===== src/rtl/hall_conditioner.sv =====
// Hall sensor front end: synchronize, debounce, legality/sequence checks,
// direction and commutation-period measurement with stall detection.
module hall_conditioner #(
    parameter int unsigned DEBOUNCE_CYCLES = 16,
    parameter int unsigned PERIOD_WIDTH    = 16,
    parameter int unsigned STALL_LIMIT     = 65535
) (
    input  logic                    clock,
    input  logic                    reset_n,
    input  logic [2:0]              hall_raw,
    input  logic                    fault_clear,
    output logic [2:0]              hall_out,
    output logic                    hall_valid,
    output logic                    direction,
    output logic [PERIOD_WIDTH-1:0] period,
    output logic                    period_strobe,
    output logic                    stalled,
    output logic                    fault
);

    localparam int unsigned DB_W = (DEBOUNCE_CYCLES > 1) ? $clog2(DEBOUNCE_CYCLES) : 1;
    localparam logic [DB_W-1:0]         DB_MAX    = DB_W'(DEBOUNCE_CYCLES - 1);
    localparam logic [PERIOD_WIDTH-1:0] CNT_MAX   = '1;
    localparam logic [PERIOD_WIDTH-1:0] CNT_STALL = PERIOD_WIDTH'(STALL_LIMIT);

    typedef enum logic [1:0] {ST_INIT, ST_SYNCED, ST_RUN, ST_STALL} state_t;

    state_t                  state, state_d;
    logic [2:0]              sync1, hall_sync;
    logic [2:0]              cand;
    logic [DB_W-1:0]         db_cnt, db_cnt_d;
    logic [2:0]              acc_code;
    logic [PERIOD_WIDTH-1:0] period_cnt, period_cnt_d;

    logic [2:0]              hall_out_d;
    logic                    hall_valid_d, direction_d, strobe_d, stalled_d, fault_d;
    logic [PERIOD_WIDTH-1:0] period_d;

    logic accept_c, code_legal_c, step_fwd_c, step_rev_c, timeout_c;
    logic evt_illegal_c, evt_legal_c, evt_step_c, evt_skip_c, evt_first_c;

    // Successor of a legal code in the forward commutation order.
    function automatic logic [2:0] fwd_next(input logic [2:0] code);
        case (code)
            3'b001:  fwd_next = 3'b011;
            3'b011:  fwd_next = 3'b010;
            3'b010:  fwd_next = 3'b110;
            3'b110:  fwd_next = 3'b100;
            3'b100:  fwd_next = 3'b101;
            3'b101:  fwd_next = 3'b001;
            default: fwd_next = 3'b000;
        endcase
    endfunction

    // Acceptance fires on the edge where the count reaches its final value, so a
    // clean step appears on hall_out 2+DEBOUNCE_CYCLES clocks after first sampling.
    always_comb begin
        db_cnt_d = db_cnt;
        if (hall_sync != cand)
            db_cnt_d = '0;
        else if (db_cnt != DB_MAX)
            db_cnt_d = db_cnt + DB_W'(1);
    end

    assign accept_c      = (db_cnt_d == DB_MAX) && (hall_sync != acc_code);
    assign code_legal_c  = (hall_sync != 3'b000) && (hall_sync != 3'b111);
    assign step_fwd_c    = (hall_sync == fwd_next(hall_out));
    assign step_rev_c    = (fwd_next(hall_sync) == hall_out);
    assign timeout_c     = (period_cnt == CNT_STALL);

    assign evt_illegal_c = accept_c && !code_legal_c;
    assign evt_legal_c   = accept_c && code_legal_c && (!hall_valid || hall_sync != hall_out);
    assign evt_first_c   = evt_legal_c && !hall_valid;
    assign evt_step_c    = evt_legal_c && hall_valid && (step_fwd_c || step_rev_c);
    assign evt_skip_c    = evt_legal_c && hall_valid && !(step_fwd_c || step_rev_c);

    always_ff @(posedge clock or negedge reset_n) begin
        if (!reset_n) state <= ST_INIT;
        else          state <= state_d;
    end

    // A skip discards the timing reference; the next legal step only re-arms it.
    always_comb begin
        state_d = state;
        case (state)
            ST_INIT: begin
                if (evt_first_c || evt_step_c) state_d = ST_SYNCED;
            end
            ST_SYNCED, ST_RUN: begin
                if (evt_step_c)      state_d = ST_RUN;
                else if (evt_skip_c) state_d = ST_INIT;
                else if (timeout_c)  state_d = ST_STALL;
            end
            ST_STALL: begin
                if (evt_step_c)      state_d = ST_SYNCED;
                else if (evt_skip_c) state_d = ST_INIT;
            end
            default: state_d = ST_INIT;
        endcase
    end

    always_comb begin
        hall_out_d   = hall_out;
        hall_valid_d = hall_valid;
        direction_d  = direction;
        period_d     = period;
        strobe_d     = 1'b0;
        period_cnt_d = period_cnt;
        fault_d      = fault;

        if (evt_legal_c) begin
            hall_out_d   = hall_sync;
            hall_valid_d = 1'b1;
            period_cnt_d = '0;
        end else if (state != ST_INIT && period_cnt != CNT_MAX) begin
            period_cnt_d = period_cnt + PERIOD_WIDTH'(1);
        end

        if (evt_step_c)
            direction_d = step_fwd_c;

        if (evt_step_c && (state == ST_SYNCED || state == ST_RUN)) begin
            period_d = (period_cnt == CNT_MAX) ? CNT_MAX : period_cnt + PERIOD_WIDTH'(1);
            strobe_d = 1'b1;
        end

        if (state_d == ST_STALL)
            period_d = CNT_MAX;
        stalled_d = (state_d == ST_STALL);

        // A new fault outranks a coincident clear request.
        if (evt_illegal_c || evt_skip_c)
            fault_d = 1'b1;
        else if (fault_clear)
            fault_d = 1'b0;
    end

    always_ff @(posedge clock or negedge reset_n) begin
        if (!reset_n) begin
            sync1         <= 3'b000;
            hall_sync     <= 3'b000;
            cand          <= 3'b000;
            db_cnt        <= '0;
            acc_code      <= 3'b000;
            period_cnt    <= '0;
            hall_out      <= 3'b000;
            hall_valid    <= 1'b0;
            direction     <= 1'b1;
            period        <= '0;
            period_strobe <= 1'b0;
            stalled       <= 1'b0;
            fault         <= 1'b0;
        end else begin
            sync1         <= hall_raw;
            hall_sync     <= sync1;
            cand          <= hall_sync;
            db_cnt        <= db_cnt_d;
            if (accept_c)
                acc_code  <= hall_sync;
            period_cnt    <= period_cnt_d;
            hall_out      <= hall_out_d;
            hall_valid    <= hall_valid_d;
            direction     <= direction_d;
            period        <= period_d;
            period_strobe <= strobe_d;
            stalled       <= stalled_d;
            fault         <= fault_d;
        end
    end

endmodule

===== config.mk =====
export PLATFORM = sky130hd
export DESIGN_NAME = hall_conditioner
export DESIGN_NICKNAME = d
export VERILOG_FILES = /design/src/rtl/hall_conditioner.sv
export SDC_FILE = /design/constraint.sdc
export NUM_CORES = 1
export LEC_CHECK = 0
export ABC_AREA = 1
export CORE_UTILIZATION = 40
export DETAILED_ROUTE_END_ITERATION = 7
export GPL_TIMING_DRIVEN = 0
export PLACE_DENSITY_LB_ADDON = 0.1
export RECOVER_POWER = 25
export SLEW_MARGIN = 15
export SYNTH_ARGS = -nofsm -noshare
export SYNTH_HDL_FRONTEND = slang
export SYNTH_SLANG_ARGS = --single-unit
export TNS_END_PERCENT = 50

===== constraint.sdc =====
create_clock -name clock -period 2.7 [get_ports clock]
set_input_delay 0.54 -clock clock [delete_from_list [all_inputs] [get_ports clock]]
set_output_delay 0.54 -clock clock [all_outputs]
set_load 0.01 [all_outputs]

Word level (Yosys, flattened, before mapping)
Cells that the tools add are included.
{ "totals": {"ff_bits": 58, "inputBits": 6, "output_inout_bits": 24} }
{ "op_classes": {"add_sub_neg": 2, "n_eq_ne": 26, "mux": 19, "reduce_logical": 26} }
{ "ops": {"columns": ["cell", "n"], "rows": [
  ["16-bit two-way mux", 5],
  ["3-bit case mux with 6 select lines", 2],
  ["3-bit == test (second input constant)", 6],
  ["16-bit by 1-bit adder with 16-bit output (second input constant)", 1],
  ["16-bit == test (second input constant)", 1],
  ["16-bit inequality test (second input constant)", 1],
  ["3-bit by 2-bit == test with 1-bit output (second input constant)", 4],
  ["2-bit two-way mux", 6],
  ["1-bit logical AND", 11],
  ["3-bit inequality test", 3],
  ["4-bit two-way mux", 2],
  ["2-bit nonzero test", 4],
  ["2-bit == test (second input constant)", 3],
  ["3-bit by 1-bit == test with 1-bit output (second input constant)", 2],
  ["3-bit == test", 2],
  ["2-bit case mux with 3 select lines", 1],
  ["1-bit logical OR", 5],
  ["4-bit by 1-bit adder with 4-bit output (second input constant)", 1],
  ["4-bit == test (second input constant)", 1],
  ["4-bit inequality test (second input constant)", 1],
  ["1-bit zero test", 3],
  ["1-bit two-way mux", 3],
  ["3-bit inequality test (second input constant)", 1],
  ["3-bit nonzero test", 1],
  ["3 further kinds", 3]
]} }

Depth between registers and ports, before layout
{ "logic_depth": {"ltp_word": 14, "depth_mapped": 17, "mapped_depth_nobuf": 16} }

Worst setup path after synthesis
OpenSTA, ideal clock, no wires.
{ "synth_path": {"path_type": "reg-to-reg", "startpoint": "reg db_cnt[0]", "endpoint": "reg period[7]", "arrival_ps": 1916, "slack_ps": 665, "stages_incl_launch_ff": 17, "n_path_buf": 1, "period_less_slack_ps": 2035, "path_cell_list": "dfrtp_1 ha_1 nand2_1 nor2_2 nand2_1 nand2_1 inv_1 nand2_1 nor2_1 nand4_2 inv_2 nand4_2 inv_2 buf_2 nand2_1 o21ai_1 nand2_2"} }
{ "synth_between": {"elab_chain_cells": 14, "word_cells_on_any_way": 23, "cone_classes": "1 x add/sub; 3 x eq/ne; 9 x mux; 10 x reduce/logical"} }
{ "synth_rtl": {"columns": ["item", "line", "source"], "rows": [
  ["from (decl)", "31", "logic [DB_W-1:0] db_cnt, db_cnt_d;"],
  ["from (signal assigned)", "157", "db_cnt <= db_cnt_d;"],
  ["4-bit by 1-bit adder with 4-bit output or 4-bit inequality test (tied branches)", "62, 61", null],
  ["4-bit two-way mux *", "61", "else if (db_cnt != DB_MAX)"],
  ["4-bit two-way mux *", "59", "if (hall_sync != cand)"],
  ["4-bit == test *", "65", "assign accept_c = (db_cnt_d == DB_MAX) && (hall_sync != acc_code);"],
  ["1-bit logical AND *", "65", null],
  ["1-bit logical AND * (2 in a row)", "72", "assign evt_legal_c = accept_c && code_legal_c && (!hall_valid || hall_sync != hall_out);"],
  ["1-bit logical AND", "74, 75", null],
  ["1-bit logical AND (on tied branches)", "75, 74", null],
  ["2-bit two-way mux (tied with other cells)", "96", "else if (evt_skip_c) state_d = ST_INIT;"],
  ["2-bit two-way mux (on tied branches)", "95, 87, 90", null],
  ["2-bit case mux with 3 select lines", "85", "case (state)"],
  ["2-bit == test", "127", "if (state_d == ST_STALL)"],
  ["16-bit two-way mux or 2-bit nonzero test (tied branches)", null, null],
  ["to (signal assigned)", "164", "period <= period_d;"],
  ["to (decl)", "15", "output logic [PERIOD_WIDTH-1:0] period,"]
]} }
Mark *: on every way between the ends. The rest lies on a longest branch, timed or not.
A chain may end at the register's enable or synchronous reset.

Final worst setup path
{ "layout_path": {"startpoint": "reg period_cnt[0]", "endpoint": "reg period_cnt[3]"} }
{ "layout_between": {"elab_chain_cells": 3, "word_cells_on_any_way": 6, "cone_classes": "1 x add/sub; 1 x eq/ne; 2 x mux; 2 x reduce/logical"} }
{ "layout_rtl": {"columns": ["item", "line", "source"], "rows": [
  ["from (decl)", "33", "logic [PERIOD_WIDTH-1:0] period_cnt, period_cnt_d;"],
  ["from (signal assigned)", "160", "period_cnt <= period_cnt_d;"],
  ["16-bit by 1-bit adder with 16-bit output or 16-bit inequality test (tied branches)", "116, 115", null],
  ["16-bit two-way mux or 1-bit logical AND (tied branches)", "115", "end else if (state != ST_INIT && period_cnt != CNT_MAX) begin"],
  ["16-bit two-way mux or 2-bit nonzero test (tied branches)", null, null]
]} }
Parallel ways exist; a longest one is shown, timed or not. The select of a mux whose other input is x is not followed.

==> flow_metrics.py <==
metrics = {
    "grt": {
        "grt_max_degree": 59,
        "grt_pass1_vias": 2501,
        "grt_usage_pct": 17.7,
        "grt_antenna_before_repair": 0,
        "grt_pass1_wl_um": 11600,
        "grt-ovfl-total": 0,
    },
    "die": {
        "start_util_pct": 41.2,
        "die_y_um": 91.2,
        "dieArea_mm2": 0.00832,
        "fp-row-count": 32,
        "core_area_mm2": 0.00773,
        "io_pins": 30,
        "fp.dieW_um": 91.2,
    },
    "yosys": {
        "yosysTopAreaCellShare_pct": 44.8,
        "synth_area_leader_cell": "dfrtp_1",
        "synth.avg_cell_area_um2": 8.30,
        "synth_top_family_by_area": "simple AND/OR/NAND/NOR gates",
        "synth_warnings": 0,
        "synth-seq-cells": 58,
        "yosysUniqueCellTypes": 38,
        "yosysMostFrequentCell": "nand2_1",
        "ys.flop_type": "dfrtp_1",
        "syn_nets": 394,
        "synth_edf_count": 0,
        "synthAdderAreaFrac_pct": 1.57,
        "yosys.area_share.simple_pct": 25.8,
        "synthMuxAreaShare_pct": 0,
        "synth_compound_area_share_pct": 11.5,
        "synthArstFlopShare_pct": 100,
        "synth_common_cells": "82 x nand2_1, 57 x dfrtp_1, 55 x inv_1, 34 x o21ai_0, 27 x nor2_1",
        "seq_area_frac_synth_pct": 45.6,
        "syn-instance-count": 384,
        "netlist_area_mm2": 0.00319,
        "netlist_top_cells_area": "dfrtp_1 45%, nand2_1 9.7%, inv_1 6.5%, o21ai_0 5.3%, xor2_1 3.8%",
        "synth_xor_area_share_pct": 6.13,
    },
    "critical_path": {
        "r2r-end": "period_cnt[3]$_DFFE_PN0P_",
        "path_depth": 11,
        "cp_data_arrival_time_ns": 2.64,
        "crit_path_frequent_cell": "nand2_2",
        "cp_top_family": "simple AND/OR/NAND/NOR gates",
        "path_class": "reg2reg",
        "cpMaxStageDelayCell": "dfrtp_1",
        "slowest_delay_ns": 0.41,
        "r2r_slack_ns": 0.28,
        "crit_chain": "ha_1, nand2_2, nor2_2, nand2_2, nor2_4, nand2_2, nor3_4, nor2_1, clkbuf_1, o211ai_1, inv_1",
        "r2r-start": "period_cnt[0]$_DFFE_PN0P_",
        "worstPathMaxFanout": 10,
        "rr_worst_depth": 11,
        "crit_path_end": "period_cnt[3]$_DFFE_PN0P_",
        "crit_buf_inv": 2,
        "required_ns": 2.92,
        "setup.worst_path.start": "period_cnt[0]$_DFFE_PN0P_",
        "crit_path_start_kind": "flop",
        "cp-end-kind": "flop",
    },
    "clocking": {
        "cts_root_buffer": "clkbuf_8",
        "clk_path_buf_depth": 2,
        "post_cts.repair.setup_buffers": 0,
        "clkTransAtPathRegs_ns": 0.06,
        "cts_tree": "built",
        "cts_buffers": 9,
        "h-tree-depth": 3,
        "cts_sinks": 58,
        "clk_latency_ns": 0.33,
    },
    "timing": {
        "relSlewSlack_pct": 3.93,
        "fin_ws_ns": 0.277,
        "drv_slew": 0,
        "hold_violations": 0,
        "fin_tns_setup_ns": 0,
        "fmax_mhz": 413,
        "setup_viol": 0,
        "rsz0062_at_grt": "false",
        "tightest_slew_ns": 1.44,
        "fin_crit_ns": 2.42,
        "finalCritPeriodShare_pct": 89.8,
        "skew_ns": 0.00719,
    },
    "cells_and_area": {
        "regArea_mm2": 0.00145,
        "fill_cells": 760,
        "diodes": 0,
        "nets": 434,
        "drive_above_1_share_pct": 14.5,
        "area_delta_synth_final_pct": 18.7,
        "final_util_pct": 48.9,
        "multi_input_area_mm2": 0.00145,
    },
    "power_and_ir_drop": {
        "powerDensity_mw_per_mm2": 738,
        "peakVddDrop_mv": 0.515,
        "power_w": 0.00279,
        "p_leak_nw": 1.94,
    },
    "routing": {
        "ant_nets": 0,
        "detail_route.wl_per_cell_um": 12.3,
        "drc_errors": 0,
        "routed_wl_um": 6540,
        "initialDrtViolationCount": 106,
        "dr.pass1.iters": 4,
        "vias_per_cell": 4.74,
        "vias": 2513,
    },
    "run": {
        "maxCapViolations": 0,
    },
    "run_status": {
        "outcome": "complete, no violations",
    },
    "worst_hold_path": {
        "hold_class": "reg2reg",
    },
    "place": {
        "hpwl_um": 4690,
        "pre_cts_slack_ns": 0.213,
        "port_buffers": 29,
        "gp_congestion": 0.836,
    },
}
## how the worst min path moves through the flow
stage / start / to / slack, ns / depth (start not counted)
final: sync1[1]$_DFF_PN0_ / hall_sync[1]$_DFF_PN0_ / 0.35 / 0
after global routing: sync1[0]$_DFF_PN0_ / hall_sync[0]$_DFF_PN0_ / 0.36 / 0
after CTS: reset_n / stalled$_DFF_PN0_ / 0.30 / 1
after detailed placement: sync1[1]$_DFF_PN0_ / hall_sync[1]$_DFF_PN0_ / 0.33 / 0
after global placement: sync1[1]$_DFF_PN0_ / hall_sync[1]$_DFF_PN0_ / 0.33 / 0
after floorplan: reset_n / acc_code[0]$_DFFE_PN0P_ / 0.24 / 0
## worst register-to-register path: cells and delay by family, from the launching register on
kind	cells	cell delay, ns
buf+inv	2	0.36
compound gates	1	0.24
flops	1	0.41
fa+ha+maj	1	0.22
simple gates	7	1.09
## logic make-up after synthesis
group                    after synthesis
AO/OA/AOI/OAI                         65
XOR/XNOR                              18
adder cells (fa/ha/maj)                4
buffers and inverters                 73
flip-flops                            58
AND/OR/NAND/NOR                      166
## per-stage QoR
step / instance area (µm²) / hold WS (ns) / std cells
2_1_floorplan: 3190 / 0.244 / 384
3_3_place_gp: 3600 / 0.333 / 515
3_5_place_dp: 3600 / 0.335 / 515
4_1_cts: 3770 / 0.303 / 530
5_1_grt: 3780 / 0.363 / 530
6_report: 3780 / 0.348 / 530
## registers in the layout (all words and copies together) (netlist names)
name,count
hall_out,3
stalled,1
cand,3
acc_code,3
fault,1
hall_valid,1
db_cnt,4
hall_sync,3
period_strobe,1
sync1,3
period_cnt,16
state,2
period,16
direction,1
## placed cells by master, fill, tap and decap left out, types with 3 or more instances in the layout
master and instances:
a21oi_1 9, xor2_1 14, o21ai_0 34, inv_1 55
o21ai_1 4, nand3_1 23, nand2_2 13, clkinv_2 3
dfrtp_1 57, nor2_2 4, o211ai_1 7, ha_1 4
nand2_1 82, a31oi_1 4, o21bai_1 4, inv_2 8
clkbuf_1 5, buf_2 3, nor2_1 26, clkbuf_8 11
dlygate4sd3_1 3, clkdlybuf4s50_1 25
## where the power goes
group          total, W  internal, W  leakage (nW)  switching, W
clock network  0.000718     0.000374        0.0920      0.000345
logic          0.000927     0.000367          1.06      0.000560
registers       0.00115      0.00100         0.786      0.000142
## layer usage
layer | global-route usage (%) | up-vias | share of wire [%]
met5 | 0 | - | 0
met4 | 7.54 | 0 | 1.8
met3 | 3.02 | 12 | 2.7
met2 | 29.0 | 33 | 45
met1 | 23.2 | 1165 | 51
li1 | - | 1303 | -
## final cells by class
| type | count | area share, % |
|---|---|---|
| clock inverters | 3 | 0.397 |
| clock buffers | 12 | 4.10 |
| flip-flops and latches | 58 | 38.4 |
| multi-input cells | 253 | 38.3 |
| repair buffers | 29 | 7.55 |
| plain buffers | 10 | 1.59 |
| inverters | 63 | 6.26 |
| well taps | 102 | 3.38 |
## timing repair
| action | 4_1_cts | 5_1_grt |
|---|---|---|
| endpoints found under the hold margin | 0 | 0 |
| endpoints found under the setup margin | 0 | 10 |
| gates resized for setup | 0 | 2 |
| hold buffers | 0 | 0 |
(Power assumes the default switching activity.)
